**src/rtl/btle_adv_scheduler.sv**
```systemverilog
// btle_adv_scheduler
// Advertising-event sequencer feeding the baremetal PHY-TX port of btle_controller.
// Owns a 64-octet host-written PDU buffer, copies the first L octets into the PHY
// PDU memory, then sends the PDU on each enabled primary channel (37, 38, 39) in
// ascending order with a fixed gap, and repeats after a programmable interval.
//
// Optional feature macro: BTLE_ADV_SCHED_TX_TIMEOUT_EN
//   defined   -> WAIT_TX watchdog; after TX_TIMEOUT_CYCLES without tx_iq_valid_last,
//                tx_timeout pulses, the event is abandoned and the FSM enters INTERVAL.
//   undefined -> tx_timeout tied 0, WAIT_TX waits indefinitely.
//
// Ports
//   clk, rst                    clock, synchronous active-high reset
//   enable                      run advertising events while high
//   channel_map[2:0]            bit0=ch37, bit1=ch38, bit2=ch39
//   adv_interval_us[23:0]       idle time after each event in us (0 -> 1 cycle)
//   pdu_len[5:0]                octets to send, clamped to 2..39
//   pdu_wr_en/addr/data         host buffer write port
//   tx_preamble, tx_access_address, tx_crc_state_init_bit   constants
//   tx_crc_state_init_bit_load, tx_channel_number_load      CFG pulses
//   tx_channel_number           current channel
//   tx_pdu_octet_mem_addr/data  PHY PDU memory write (held outside LOAD)
//   tx_start                    PHY start pulse
//   tx_iq_valid_last            end-of-packet from the PHY
//   busy, event_done, tx_timeout status

module btle_adv_scheduler #(
  parameter int unsigned CLK_FREQUENCE            = 16_000_000,
  parameter int unsigned CRC_STATE_BIT_WIDTH      = 24,
  parameter int unsigned CHANNEL_NUMBER_BIT_WIDTH = 6,
  parameter int unsigned GAP_CYCLES               = 2400,
  parameter int unsigned TX_TIMEOUT_CYCLES        = 65535
) (
  input  logic                                clk,
  input  logic                                rst,
  input  logic                                enable,
  input  logic [2:0]                          channel_map,
  input  logic [23:0]                         adv_interval_us,
  input  logic [5:0]                          pdu_len,
  input  logic                                pdu_wr_en,
  input  logic [5:0]                          pdu_wr_addr,
  input  logic [7:0]                          pdu_wr_data,
  output logic [7:0]                          tx_preamble,
  output logic [31:0]                         tx_access_address,
  output logic [CRC_STATE_BIT_WIDTH-1:0]      tx_crc_state_init_bit,
  output logic                                tx_crc_state_init_bit_load,
  output logic [CHANNEL_NUMBER_BIT_WIDTH-1:0] tx_channel_number,
  output logic                                tx_channel_number_load,
  output logic [5:0]                          tx_pdu_octet_mem_addr,
  output logic [7:0]                          tx_pdu_octet_mem_data,
  output logic                                tx_start,
  input  logic                                tx_iq_valid_last,
  output logic                                busy,
  output logic                                event_done,
  output logic                                tx_timeout
);

  localparam int unsigned TICKS_PER_US = CLK_FREQUENCE / 1_000_000;
  localparam int unsigned PRESC_W      = $clog2(TICKS_PER_US + 1);
  localparam int unsigned GAP_W        = $clog2(GAP_CYCLES + 1);
  localparam int unsigned CH_W         = CHANNEL_NUMBER_BIT_WIDTH;

  localparam logic [2:0] S_IDLE     = 3'd0;
  localparam logic [2:0] S_LOAD     = 3'd1;
  localparam logic [2:0] S_CFG      = 3'd2;
  localparam logic [2:0] S_START    = 3'd3;
  localparam logic [2:0] S_WAIT_TX  = 3'd4;
  localparam logic [2:0] S_GAP      = 3'd5;
  localparam logic [2:0] S_INTERVAL = 3'd6;

  // Constant PHY framing fields
  assign tx_preamble           = 8'hAA;
  assign tx_access_address     = 32'h8E89BED6;
  assign tx_crc_state_init_bit = CRC_STATE_BIT_WIDTH'(24'h555555);

  // Host PDU buffer (not reset)
  logic [7:0] mem_q [64];

  always_ff @(posedge clk) begin
    if (pdu_wr_en) mem_q[pdu_wr_addr] <= pdu_wr_data;
  end

  logic [2:0]         state_q, state_d;
  logic [2:0]         pending_q, pending_d;
  logic [5:0]         len_q, len_d;
  logic [5:0]         load_idx_q, load_idx_d;
  logic [5:0]         addr_q, addr_d;
  logic [7:0]         data_q, data_d;
  logic [CH_W-1:0]    chan_q, chan_d;
  logic               cfg_pulse_q, cfg_pulse_d;
  logic               start_q, start_d;
  logic               busy_q, busy_d;
  logic               done_q, done_d;
  logic [GAP_W-1:0]   gap_cnt_q, gap_cnt_d;
  logic [PRESC_W-1:0] presc_q, presc_d;
  logic [23:0]        us_cnt_q, us_cnt_d;

  logic [5:0] len_clamp_c;
  logic [5:0] rd_addr_c;
  logic       start_event_c;
  logic       enter_cfg_c;
  logic       interval_done_c;

`ifdef BTLE_ADV_SCHED_TX_TIMEOUT_EN
  localparam int unsigned TO_W = $clog2(TX_TIMEOUT_CYCLES + 1);
  logic [TO_W-1:0] to_cnt_q, to_cnt_d;
  logic            timeout_q, timeout_d;
  assign tx_timeout = timeout_q;
`else
  logic unused_timeout_cfg;
  assign unused_timeout_cfg = (TX_TIMEOUT_CYCLES == 0);
  assign tx_timeout = 1'b0;
`endif

  // Effective PDU length
  always_comb begin
    len_clamp_c = pdu_len;
    if (pdu_len < 6'd2)       len_clamp_c = 6'd2;
    else if (pdu_len > 6'd39) len_clamp_c = 6'd39;
  end

  // Interval expiry: 0 us means a single cycle in INTERVAL
  assign interval_done_c = (adv_interval_us == 24'd0) ||
                           ((presc_q == PRESC_W'(TICKS_PER_US - 1)) &&
                            (us_cnt_q == 24'(adv_interval_us - 24'd1)));

  // Next-state and registered-output logic
  always_comb begin
    state_d       = state_q;
    pending_d     = pending_q;
    len_d         = len_q;
    load_idx_d    = load_idx_q;
    addr_d        = addr_q;
    data_d        = data_q;
    chan_d        = chan_q;
    gap_cnt_d     = gap_cnt_q;
    presc_d       = presc_q;
    us_cnt_d      = us_cnt_q;
    done_d        = 1'b0;
    rd_addr_c     = 6'd0;
    start_event_c = 1'b0;
    enter_cfg_c   = 1'b0;
`ifdef BTLE_ADV_SCHED_TX_TIMEOUT_EN
    timeout_d     = 1'b0;
    to_cnt_d      = (state_q == S_WAIT_TX) ? TO_W'(to_cnt_q + TO_W'(1)) : '0;
`endif

    case (state_q)
      S_IDLE: begin
        if (enable && (channel_map != 3'b000)) start_event_c = 1'b1;
      end
      S_LOAD: begin
        if (load_idx_q == 6'(len_q - 6'd1)) begin
          enter_cfg_c = 1'b1;
        end else begin
          // Buffer is read one cycle ahead of the registered output
          rd_addr_c  = 6'(load_idx_q + 6'd1);
          load_idx_d = rd_addr_c;
          addr_d     = rd_addr_c;
          data_d     = mem_q[rd_addr_c];
        end
      end
      S_CFG:   state_d = S_START;
      S_START: state_d = S_WAIT_TX;
      S_WAIT_TX: begin
        if (tx_iq_valid_last) begin
          if (pending_q != 3'b000) begin
            state_d   = S_GAP;
            gap_cnt_d = '0;
          end else begin
            done_d = 1'b1;
            // enable low at event end skips INTERVAL entirely
            if (enable) begin
              state_d  = S_INTERVAL;
              presc_d  = '0;
              us_cnt_d = '0;
            end else begin
              state_d = S_IDLE;
            end
          end
        end
`ifdef BTLE_ADV_SCHED_TX_TIMEOUT_EN
        else if (to_cnt_q == TO_W'(TX_TIMEOUT_CYCLES - 2)) begin
          // Registered pulse lands TX_TIMEOUT_CYCLES after tx_start
          timeout_d = 1'b1;
          state_d   = S_INTERVAL;
          pending_d = 3'b000;
          presc_d   = '0;
          us_cnt_d  = '0;
        end
`endif
      end
      S_GAP: begin
        if (gap_cnt_q == GAP_W'(GAP_CYCLES - 1)) enter_cfg_c = 1'b1;
        else gap_cnt_d = GAP_W'(gap_cnt_q + GAP_W'(1));
      end
      S_INTERVAL: begin
        if (interval_done_c) begin
          if (enable && (channel_map != 3'b000)) start_event_c = 1'b1;
          else state_d = S_IDLE;
        end else if (presc_q == PRESC_W'(TICKS_PER_US - 1)) begin
          presc_d  = '0;
          us_cnt_d = 24'(us_cnt_q + 24'd1);
        end else begin
          presc_d = PRESC_W'(presc_q + PRESC_W'(1));
        end
      end
      default: state_d = S_IDLE;
    endcase

    // New event: latch configuration and present octet 0
    if (start_event_c) begin
      state_d    = S_LOAD;
      pending_d  = channel_map;
      len_d      = len_clamp_c;
      load_idx_d = 6'd0;
      rd_addr_c  = 6'd0;
      addr_d     = 6'd0;
      data_d     = mem_q[rd_addr_c];
    end

    // Pick and retire the lowest pending channel
    if (enter_cfg_c) begin
      state_d = S_CFG;
      if (pending_q[0]) begin
        chan_d    = CH_W'(37);
        pending_d = pending_q & 3'b110;
      end else if (pending_q[1]) begin
        chan_d    = CH_W'(38);
        pending_d = pending_q & 3'b101;
      end else begin
        chan_d    = CH_W'(39);
        pending_d = pending_q & 3'b011;
      end
    end

    cfg_pulse_d = enter_cfg_c;
    start_d     = (state_q == S_CFG);
    busy_d      = (state_d != S_IDLE);
  end

  // State and output registers
  always_ff @(posedge clk) begin
    if (rst) begin
      state_q     <= S_IDLE;
      pending_q   <= 3'b000;
      len_q       <= 6'd2;
      load_idx_q  <= 6'd0;
      addr_q      <= 6'd0;
      data_q      <= 8'd0;
      chan_q      <= '0;
      cfg_pulse_q <= 1'b0;
      start_q     <= 1'b0;
      busy_q      <= 1'b0;
      done_q      <= 1'b0;
      gap_cnt_q   <= '0;
      presc_q     <= '0;
      us_cnt_q    <= 24'd0;
`ifdef BTLE_ADV_SCHED_TX_TIMEOUT_EN
      to_cnt_q    <= '0;
      timeout_q   <= 1'b0;
`endif
    end else begin
      state_q     <= state_d;
      pending_q   <= pending_d;
      len_q       <= len_d;
      load_idx_q  <= load_idx_d;
      addr_q      <= addr_d;
      data_q      <= data_d;
      chan_q      <= chan_d;
      cfg_pulse_q <= cfg_pulse_d;
      start_q     <= start_d;
      busy_q      <= busy_d;
      done_q      <= done_d;
      gap_cnt_q   <= gap_cnt_d;
      presc_q     <= presc_d;
      us_cnt_q    <= us_cnt_d;
`ifdef BTLE_ADV_SCHED_TX_TIMEOUT_EN
      to_cnt_q    <= to_cnt_d;
      timeout_q   <= timeout_d;
`endif
    end
  end

  assign tx_crc_state_init_bit_load = cfg_pulse_q;
  assign tx_channel_number_load     = cfg_pulse_q;
  assign tx_channel_number          = chan_q;
  assign tx_pdu_octet_mem_addr      = addr_q;
  assign tx_pdu_octet_mem_data      = data_q;
  assign tx_start                   = start_q;
  assign busy                       = busy_q;
  assign event_done                 = done_q;

endmodule
```
**config.mk**
```make
export PLATFORM = sky130hd
export DESIGN_NAME = btle_adv_scheduler
export DESIGN_NICKNAME = d
export VERILOG_FILES = /design/src/rtl/btle_adv_scheduler.sv
export SDC_FILE = /design/constraint.sdc
export NUM_CORES = 1
export LEC_CHECK = 0
export ABC_AREA = 1
export CAP_MARGIN = 25
export CORE_UTILIZATION = 65
export DETAILED_ROUTE_END_ITERATION = 10
export MAX_ROUTING_LAYER = met4
export PLACE_DENSITY_LB_ADDON = 0.05
export RECOVER_POWER = 100
export SYNTH_ARGS = -nofsm -noshare
export SYNTH_HDL_FRONTEND = slang
export SYNTH_SLANG_ARGS = --single-unit
```
**constraint.sdc**
```tcl
create_clock -name clk -period 5.2 [get_ports clk]
set_input_delay 1.56 -clock clk [delete_from_list [all_inputs] [get_ports clk]]
set_output_delay 1.56 -clock clk [all_outputs]
set_load 0.05 [all_outputs]
```
* Yosys cells after proc, flatten, opt, wreduce, memory -nomap -nowiden
Memory sizes are Yosys's and may differ from the RTL's.
Cells that the tools add are included.
Widths: inputs -> output; s select.
** Cells by class
- Multipliers :: 0
- Divide/modulo/power cells :: 0
- Shift-type cells :: 0
- Magnitude comparators :: 2
- Equality and inequality tests :: 20
- Reductions and logical operators :: 22
- Bitwise logic cells :: 3
- Add/subtract/negate cells :: 6
- Muxes and demuxes :: 44
** Operators by type and width (number)
- $mux 24 :: 5
- $pmux 24 s2 :: 1
- $mux 12 :: 3
- $mux 3 :: 11
- $mux 5 :: 5
- $add 24x1->24 const B :: 1
- $eq 24x24->1 :: 1
- $logic_not 24->1 :: 1
- $mux 8 :: 3
- $pmux 12 s2 :: 1
- $sub 24x1->24 const B :: 1
- $ne 2x2->1 const B :: 10
- $pmux 3 s5 :: 1
- $add 12x1->12 const B :: 1
- $eq 12x12->1 const B :: 1
- $mux 6 :: 2
- $pmux 5 s2 :: 1
- $eq 3x3->1 const B :: 3
- $reduce_bool 3->1 :: 3
- $mux 1 :: 8
- $reduce_bool 2->1 :: 4
- $add 6x1->6 const B :: 1
- $eq 3x2->1 const B :: 2
- $eq 6x6->1 :: 1
- 19 further kinds :: 26
** Word-level totals
- Output and inout bits :: 90
- Bits in writable memories :: 512
- Bits in latches :: 0
- Input bits :: 52
- Memories kept :: 1
- ROM bits :: 0
- Bits in registers :: 77
** Memories
- mem_q :: words 64, width 8, rd ports 2, clocked after Yosys merged registers in 0, write ports 1, RTL line 77 : logic [7:0] mem_q [64];

* Depth between registers and ports, before layout
Gate-level depths: netlist of the first run.
- Word-level depth :: 9
- Gate-level depth with buffers :: 23

* Worst setup path after synthesis of the first run
No wires, ideal clock.
- Path kind :: input to register
- Start :: input port adv_interval_us[0]
- End :: register len_q[5]
- Stages :: 17
- Setup time :: 113 ps
- Arrival time :: 3423 ps
- Setup slack :: 1664 ps
- Required time :: 5087 ps
- Path through :: inv_2 ha_1 nand3_4 nor2_8 nand2_2 nor2_2 nand2_1 or3b_1 nand2_1 nand2_2 nand2_4 nand2_2 buf_6 inv_4 nand2_1 nand2_1 nor2_1
** On the way
- Cells in the longest elaborated chain, start to end :: 6
** Ends and longest elaborated chain
- start, declared :: RTL line 38 : input logic [23:0] adv_interval_us,
- $sub 24x1->24 :: RTL line 125 : (us_cnt_q == 24'(adv_interval_us - 24'd1)));
- $eq 24x24->1 :: RTL line 125
- $logic_and 1x1->1 :: RTL line 124 : ((presc_q == PRESC_W'(TICKS_PER_US - 1)) &&
- $logic_or 1x1->1 (*) :: RTL line 123 : assign interval_done_c = (adv_interval_us == 24'd0) ||
- $mux 1 (*) :: RTL line 198 : if (interval_done_c) begin
- $pmux 1 s2 (*) :: RTL line 148 : case (state_q)
- end signal, assigned :: RTL line 266 : len_q <= len_d;
- end, declared :: RTL line 85 : logic [5:0] len_q, len_d;
Every way passes the cells marked *; elsewhere a longest branch is shown, timed or not.
A chain may end at the register's enable or synchronous reset.

* Worst setup path after layout of the first run
- Start :: input port adv_interval_us[0]
- End :: register us_cnt_q[11]
** On the way
- Cells in the longest elaborated chain, start to end :: 6
** Ends and longest elaborated chain
- $sub 24x1->24 :: RTL line 125
- $eq 24x24->1 :: RTL line 125
- $logic_and 1x1->1 :: RTL line 124
- $logic_or 1x1->1 (*) :: RTL line 123
- $ne 2x2->1 (no source line) (*)
- $reduce_and 6->1 (no source line) (*)
- end signal, assigned :: RTL line 277 : us_cnt_q <= us_cnt_d;
- end, declared :: RTL line 96 : logic [23:0] us_cnt_q, us_cnt_d;
Marks and branches as above.

==> reports/qor_table.md, run 1 <==
| Item | This run |
|---|---|
| Result of the run | complete, but fails checks |
| Violated checks | capacitance limit, slew limit |
| Count of yosys warnings during synthesis | 0 |
| Final hold violation count | 0 |
| Required time at the worst-slack endpoint | 5.59 ns |
| Number of routed nets with antenna violations | 0 |
| Clk Tree Root Cell | sky130_fd_sc_hd__clkbuf_16 |
| Worst path setup slack after routing | 0.720 ns |
| Clock latency on the worst-skew pair | 0.62 ns |
| RSZ-0062 raised after global routing | no |
| Leakage power | 9.66 nW |
| First-pass GRT wire length | 95.2 mm |
| Max Fclk | 223 MHz |
| Cells after Synth | 2,409 |
| Post-Layout Inst Area | 28,700 um2 |
| Arrival time at the worst endpoint | 4.87 ns |
| Cell area power density | 358 nW/um2 |
| Start point of the worst min-delay path | gap_cnt_q[11] |
| Overall die width | 202 um |
| RePlAce Congestion | 0.922 |
| Worst slack at placement | 0.559 ns |
| Async SR Flop Fraction | 0% |
| Total of max-cap violations | 10 |
| Vias in the first global route | 17,000 |
| Number of inserted diodes | 0 |
| Number of distinct library cells after synthesis | 49 |
| Slew of the pin with the lowest slew margin | 3.04 ns |
| Shortest period the worst path allows | 4.48 ns |
| Crit path kind | in -> reg |
| CTS hold repair buffers | 0 |
| CTS-repair resized insts | 0 |
| Setup skew after layout | 0.0232 ns |
| Via density | 5.98 |
| Kind of end point of the critical path | flop |
| Area delta synth->final | 10.1% |
| Layout cells sized above 1 | 5.81% |
| Type of the tightest min-delay check | reg -> reg |
| Final count of negative-setup-slack endpoints | 0 |
| Initial core utilization | 65.8% |
| Number of buffers on the longest clock path | 3 |
| Largest net degree at the start of global routing | 98 |
| Critical Path Source | adv_interval_us[0] |
| Cell taking the most area after synthesis | sky130_fd_sc_hd__edfxtp_1 |
| Deepest level of the CTS H-tree | 2 |
| Final Net Count | 2,508 |
| Top-count cell post-synth | sky130_fd_sc_hd__edfxtp_1 |
| Most instantiated flip-flop cell in the synthesis netlist | sky130_fd_sc_hd__edfxtp_1 |
| Number of buffers added by the clock tree synthesis step | 58 |
| DR iter-0 viols | 1,749 |
| Row Count | 73 |
| Headroom to the max-slew limit | -102% |
| Aggregate global routing overflow | 0 |
| Peak fanout along the critical path | 28 |
| Dominant cells by area after synthesis | sky130_fd_sc_hd__edfxtp_1 59%, sky130_fd_sc_hd__nor2_1 6.7%, sky130_fd_sc_hd__dfxtp_1 5.7%, sky130_fd_sc_hd__o21ai_0 5.0%, sky130_fd_sc_hd__nand2_1 4.1% |
| Detailed placement HPWL | 38.8 mm |
| Clk pin slew, worst setup/hold paths | 0.06 ns |
| Summed instance area of the synthesized netlist | 26,100 um2 |
| DIE AREA | 40,900 um2 |
| Area after detailed placement | 27,000 um2 |
| Height of the die | 202 um |
| Overall global routing resource usage | 31.3% |
| Core footprint | 39,600 um2 |
| Routed wire length per instance | 20.4 um |
| Part of the Yosys area used for sequential elements | 64.6% |
| Final total negative setup slack | 0 ns |
| I/O pin total | 142 |
| Syn Area/Cell | 10.8 um2 |
| Area share of the leading cell type in the synthesized netlist | 58.9% |
| Most frequent cells after synthesis | 512 x sky130_fd_sc_hd__edfxtp_1, 467 x sky130_fd_sc_hd__nor2_1, 286 x sky130_fd_sc_hd__nand2_1 |
| Post-detailed-routing wire length | 61.8 mm |
| Via Count | 18,100 |
| Final max-slew violation count | 433 |
| DRC Markers | 0 |
| Final cycle utilization of the critical path | 86.2% |
| Startpoint class of the critical path | input port |
| Clock sink count | 586 |
| Antenna violations before repair | 0 |
| Worst reg2reg path startpoint | tx_pdu_octet_mem_addr[0] |
| Post CTS Setup Buffer Count | 0 |
| Maximum vdd drop | 0.000399 V |
| CTS tree | yes |
| Router iterations before antenna repair | 6 |
| Post-synth EDFFs | 512 |
| Number of input and output port buffers inserted | 74 |
| FF+latch count, synth | 586 |
==> registers in the layout (all words and copies together), names as in the netlist <==
| name | cells |
|---|---|
| presc_q | 5 |
| len_q | 6 |
| tx_channel_number | 3 |
| us_cnt_q | 24 |
| busy | 1 |
| gap_cnt_q | 12 |
| tx_channel_number_load | 1 |
| tx_pdu_octet_mem_addr | 6 |
| state_q | 3 |
| event_done | 1 |
| tx_pdu_octet_mem_data | 8 |
| mem_q | 512 |
| pending_q | 3 |
| tx_start | 1 |
==> final cells by class <==
type | instances | area (um2)
Sequential cell | 586 | 16900
Fill cell | 2772 | 10900
Multi-Input combinational cell | 1587 | 8020
Clock buffer | 75 | 1560
Timing Repair Buffer | 108 | 958
Tap cell | 525 | 657
Inverter | 109 | 418
Clock inverter | 32 | 253
==> per-stage QoR <==
step | hold WS, ns | power [mW] | utilization, % | std cells
after detailed placement | 0.444 | 6.38 | 68.1 | 2914
after CTS | 0.455 | 10.3 | 72.7 | 3021
final | 0.459 | 10.3 | 72.5 | 3022
after floorplan | 0.422 | 6.04 | - | 2474
after global placement | 0.441 | 6.35 | 68.0 | 2912
after global routing | 0.487 | 10.6 | 72.5 | 3022
==> cell usage in the layout, fill, tap and decap left out, types with 53 or more instances in the layout <==
master / netlist / layout
sky130_fd_sc_hd__conb_1: 2 / 67
sky130_fd_sc_hd__nor2_1: 467 / 467
sky130_fd_sc_hd__nand3_1: 100 / 101
sky130_fd_sc_hd__nand2_1: 286 / 289
sky130_fd_sc_hd__dfxtp_1: 74 / 73
sky130_fd_sc_hd__inv_1: 92 / 94
sky130_fd_sc_hd__a21oi_1: 62 / 62
sky130_fd_sc_hd__mux2i_1: 53 / 53
sky130_fd_sc_hd__edfxtp_1: 512 / 512
sky130_fd_sc_hd__clkbuf_16: 0 / 59
sky130_fd_sc_hd__o21ai_0: 262 / 264
==> path summary, 6_finish.rpt <==
path | cells past startpoint | to | slack, ns
max | 16 | us_cnt_q[11] | 0.72
min | 1 | gap_cnt_q[11] | 0.46
max reg2reg | 13 | tx_pdu_octet_mem_data[6] | 1.48
min reg2reg | 1 | gap_cnt_q[11] | 0.46
==> worst max-delay path: stages <==
cell and delay [ns]:
sky130_fd_sc_hd__clkdlybuf4s50_1 0.43, sky130_fd_sc_hd__inv_1 0.16, sky130_fd_sc_hd__ha_1 0.26, sky130_fd_sc_hd__nand3_1 0.32, sky130_fd_sc_hd__nor2_1 0.28, sky130_fd_sc_hd__nand2_1 0.14, sky130_fd_sc_hd__nor2_1 0.14, sky130_fd_sc_hd__xnor3_1 0.22
sky130_fd_sc_hd__nand3_1 0.09, sky130_fd_sc_hd__nand2_1 0.12, sky130_fd_sc_hd__nand2_1 0.15, sky130_fd_sc_hd__nand2_1 0.24, sky130_fd_sc_hd__nor2_8 0.40, sky130_fd_sc_hd__inv_4 0.18, sky130_fd_sc_hd__nand2_1 0.10, sky130_fd_sc_hd__a21oi_1 0.07
==> cell families after synthesis <==
logic type	count (synthesis)	share of synthesized area, %
AOI/OAI and AO/OA	462	10.4
muxes	53	2.03
DFF	586	64.6
xor gates and xnor gates	51	1.76
and+or+nand+nor	948	15.3
adders and majority gates	6	0.288
other	2	0.0288
buffers and inverters	301	5.59
==> per-layer routing <==
metal  track usage [%]  up-vias  routed length, um
met4              10.6        0               1800
met2              49.1      804              29400
met5                 -        -                  0
met1              42.8     8694              25700
li1                  -     8468                  -
met3              3.87      109               4900
==> report_power, final <==
part	switching (mW)	leakage, nW	internal [mW]
registers	0.0314	5.21	5.16
logic	0.810	3.56	0.290
clock network	1.71	0.889	2.30
Note: power is estimated with default switching activity, not from simulation.
==> run 2: changes to the inputs <==
CORE_UTILIZATION = 35   (was 65)
clock period = 4.05 ns   (was 5.2 ns; I/O delays follow)
==> reports/qor_table.md, run 2 (synthesized netlist as in run 1, its figures left out) <==
| Item | This run | Change |
|---|---|---|
| Start point of the worst min-delay path | gap_cnt_q[11] |  |
| Cell family with most CP delay | simple AND/OR/NAND/NOR gates |  |
| Router iterations before antenna repair | 9 | +3 |
| Number of input and output port buffers inserted | 74 | unchanged |
| Setup skew after layout | 0.0289 ns | +0.00571 ns |
| Final max-slew violation count | 404 | -6.7% |
| Grt met2 use | 31.7% | -17 points |
| Required time at the worst-slack endpoint | 4.54 ns | -1.05 ns |
| Aggregate global routing overflow | 0 | unchanged |
| Routed wire length per instance | 20.8 um | +1.6% |
| Overall die width | 275 um | +36% |
| Final Net Count | 2,606 | +3.9% |
| Flip-flop count of the largest register, all copies and words added | 512 | unchanged |
| Area after detailed placement | 28,300 um2 | +4.8% |
| DIE AREA | 75,600 um2 | +85% |
| First-pass GRT wire length | 111 mm | +16% |
| Total of max-cap violations | 10 | unchanged |
| Type of the tightest min-delay check | reg -> reg |  |
| CTS hold repair buffers | 0 | unchanged |
| Clock latency on the worst-skew pair | 0.61 ns | about the same |
| Clock network fraction of design power | 41.7% | +2.8 points |
| Commonest cells after routing, fill and taps aside | 512 x sky130_fd_sc_hd__edfxtp_1, 467 x sky130_fd_sc_hd__nor2_1, 286 x sky130_fd_sc_hd__nand2_1 |  |
| Most common cell after layout, fill and taps aside | sky130_fd_sc_hd__edfxtp_1 |  |
| Shortest period the worst path allows | 3.59 ns |  |
| Number of routed nets with antenna violations | 0 | unchanged |
| I/O pin total | 142 | unchanged |
| Post-detailed-routing wire length | 73.8 mm | +20% |
| Via Count | 18,000 | -0.20% |
| Row Count | 99 | +36% |
| Sw Pwr | 3.53 mW | +38% |
| Most repeated library cell on the critical path | sky130_fd_sc_hd__nand3_1 |  |
| Worst reg2reg path startpoint | tx_pdu_octet_mem_addr[0] |  |
| Critical path, cell by cell | clkdlybuf4s50_1 -> inv_1 -> ha_1 -> nand3_1 -> nor2_1 -> nand2_1 -> nor2_1 -> xnor3_1 -> nand3_1 -> nand2_1 -> nand2_2 -> nand2_4 -> nor2_8 -> buf_4 -> nand3_1 -> a21oi_1 |  |
| Area delta synth->final | 15.2% |  |
| Reg with most FFs | mem_q |  |
| Largest stage delay on the critical path | 0.43 ns | about the same |
| Post CTS Setup Buffer Count | 0 | unchanged |
| Core footprint | 73,300 um2 | +85% |
| Final total negative setup slack | 0 ns | unchanged |
| Clk Tree Root Cell | sky130_fd_sc_hd__clkbuf_16 |  |
| Overall global routing resource usage | 20.1% | -11 points |
| Gr busiest metal | met2 |  |
| End of the worst register-to-register path | tx_pdu_octet_mem_data[5] |  |
| Largest net degree at the start of global routing | 119 | +21% |
| Post-Layout Inst Area | 30,100 um2 | +4.7% |
| Power share of the sequential group | 47.7% | -2.7 points |
| Max Fclk | 278 MHz |  |
| Crit path kind | in -> reg |  |
| Cells on worst reg2reg path | 14 | +1 |
| Slew of the pin with the lowest slew margin | 2.19 ns | -0.842 ns |
| RePlAce Congestion | 0.880 | -4.6% |
| Final core occ | 41.0% | -31 points |
| Slowest cell on crit path | sky130_fd_sc_hd__clkdlybuf4s50_1 |  |
| Antenna violations before repair | 3 | +3 |
| Fraction of met3 tracks used by global routing | 3.14% | -0.73 points |
| Slack of the worst reg-to-reg path | 0.83 ns | -0.65 ns |
| Cell area power density | 464 nW/um2 | +30% |
| Final cycle utilization of the critical path | 88.7% |  |
| RSZ-0062 raised after global routing | no |  |
| Headroom to the max-slew limit | -46.3% | +56 points |
| Vias in the first global route | 17,500 | +2.9% |
| Violated checks | DRC, capacitance limit, slew limit |  |
| Startpoint class of the critical path | input port |  |
| Maximum vdd drop | 0.000336 V | -16% |
| Share of total power consumed by net switching | 25.3% | +0.52 points |
| Min-Delay Endpoint | gap_cnt_q[11] |  |
| Peak fanout along the critical path | 18 | -36% |
| Final hold violation count | 0 | unchanged |
| Result of the run | complete, but fails checks |  |
| Clk pin slew, worst setup/hold paths | 0.05 ns | about the same |
| Layout cells sized above 1 | 6.86% | +1.1 points |
| Leakage power | 10.0 nW | +3.8% |
| Global routing met1 resource utilization | 26.6% | -16 points |
| Final count of negative-setup-slack endpoints | 0 | unchanged |
| Internal | 10.4 mW | +35% |
| Number of buffers on the longest clock path | 3 | unchanged |
| CTS tree | yes |  |
| DRC Markers | 12 | +12 |
| Deepest level of the CTS H-tree | 3 | +1 |
| Kind of end point of the critical path | flop |  |
| Height of the die | 275 um | +36% |
| Clock sink count | 586 | unchanged |
| Arrival time at the worst endpoint | 4.09 ns | -0.78 ns |
| Combinational share of power | 10.5% | -0.2 points |
| Number of buffers added by the clock tree synthesis step | 68 | +17% |
| Registers with the most flip-flops | mem_q x512, us_cnt_q x24, gap_cnt_q x12 |  |
| Initial core utilization | 35.6% | -30 points |
| Via density | 5.08 | -15% |
| Detailed placement HPWL | 47.3 mm | +22% |
| CTS-repair resized insts | 0 | unchanged |
| Total chip power | 14.0 mW | +36% |
| Cell count along the critical path | 16 | unchanged |
| Combined buffer and inverter count along the critical path | 3 | unchanged |
| Final hold slack | 0.456 ns | -0.00285 ns |
| DR iter-0 viols | 1,262 | -28% |
| Worst Hold Depth | 1 | unchanged |
==> run 2: cell count changes in the layout (fill, tap and decap cells not counted), moves of 2 or more <==
cell,previous run,this run
sky130_fd_sc_hd__buf_4,22,36
sky130_fd_sc_hd__clkbuf_2,0,2
sky130_fd_sc_hd__nand2_1,289,286
sky130_fd_sc_hd__clkbuf_1,30,93
sky130_fd_sc_hd__inv_1,94,96
sky130_fd_sc_hd__clkinv_2,11,6
sky130_fd_sc_hd__buf_12,2,9
sky130_fd_sc_hd__inv_2,9,7
sky130_fd_sc_hd__clkbuf_16,59,69
sky130_fd_sc_hd__clkinv_8,0,2
==> run 2: power by group through the flow <==
stage / Sequential (mW) / Combinational [mW] / Clock, mW
detailed placement: 6.79 / 1.51 / 0
CTS: 6.66 / 1.52 / 5.99
finish: 6.67 / 1.47 / 5.83
global placement: 6.79 / 1.51 / 0
global route: 6.67 / 1.62 / 6.21
floorplan: 6.82 / 0.928 / 0
==> run 2: worst max path at each step <==
| stage | start | to | slack [ns] |
|---|---|---|---|
| 6_report | adv_interval_us[0] | us_cnt_q[14] | 0.46 |
| 5_1_grt | adv_interval_us[0] | us_cnt_q[1] | 0.19 |
| 4_1_cts | adv_interval_us[4] | len_q[4] | 0.64 |
| 3_5_place_dp | adv_interval_us[4] | len_q[4] | 0.02 |
| 3_3_place_gp | adv_interval_us[1] | len_q[5] | 0.07 |
| 2_1_floorplan | adv_interval_us[0] | len_q[5] | 0.86 |
==> run 2: through the flow <==
step | setup slack, ns | instances
after global placement | 0.0731 | 3436
after floorplan | 0.859 | 2474
final | 0.457 | 3554
after global routing | 0.191 | 3554
after detailed placement | 0.0221 | 3436
after CTS | 0.635 | 3552
==> run 2: final cells by class <==
type,instances,area [um2]
fillers,7150,43300
well taps,959,1200
multi-input cells,1587,8050
inverters,109,419
clock buffers,85,1800
repair buffers,196,1460
diodes,1,2.50
flip-flops and latches,586,16900
clock inverters,31,289
==> run 2: per-layer routing <==
layer	up-vias	routed length (um)
met3	112	3000
met1	8866	34200
met2	385	34600
met5	-	0
met4	0	2070
li1	8675	-
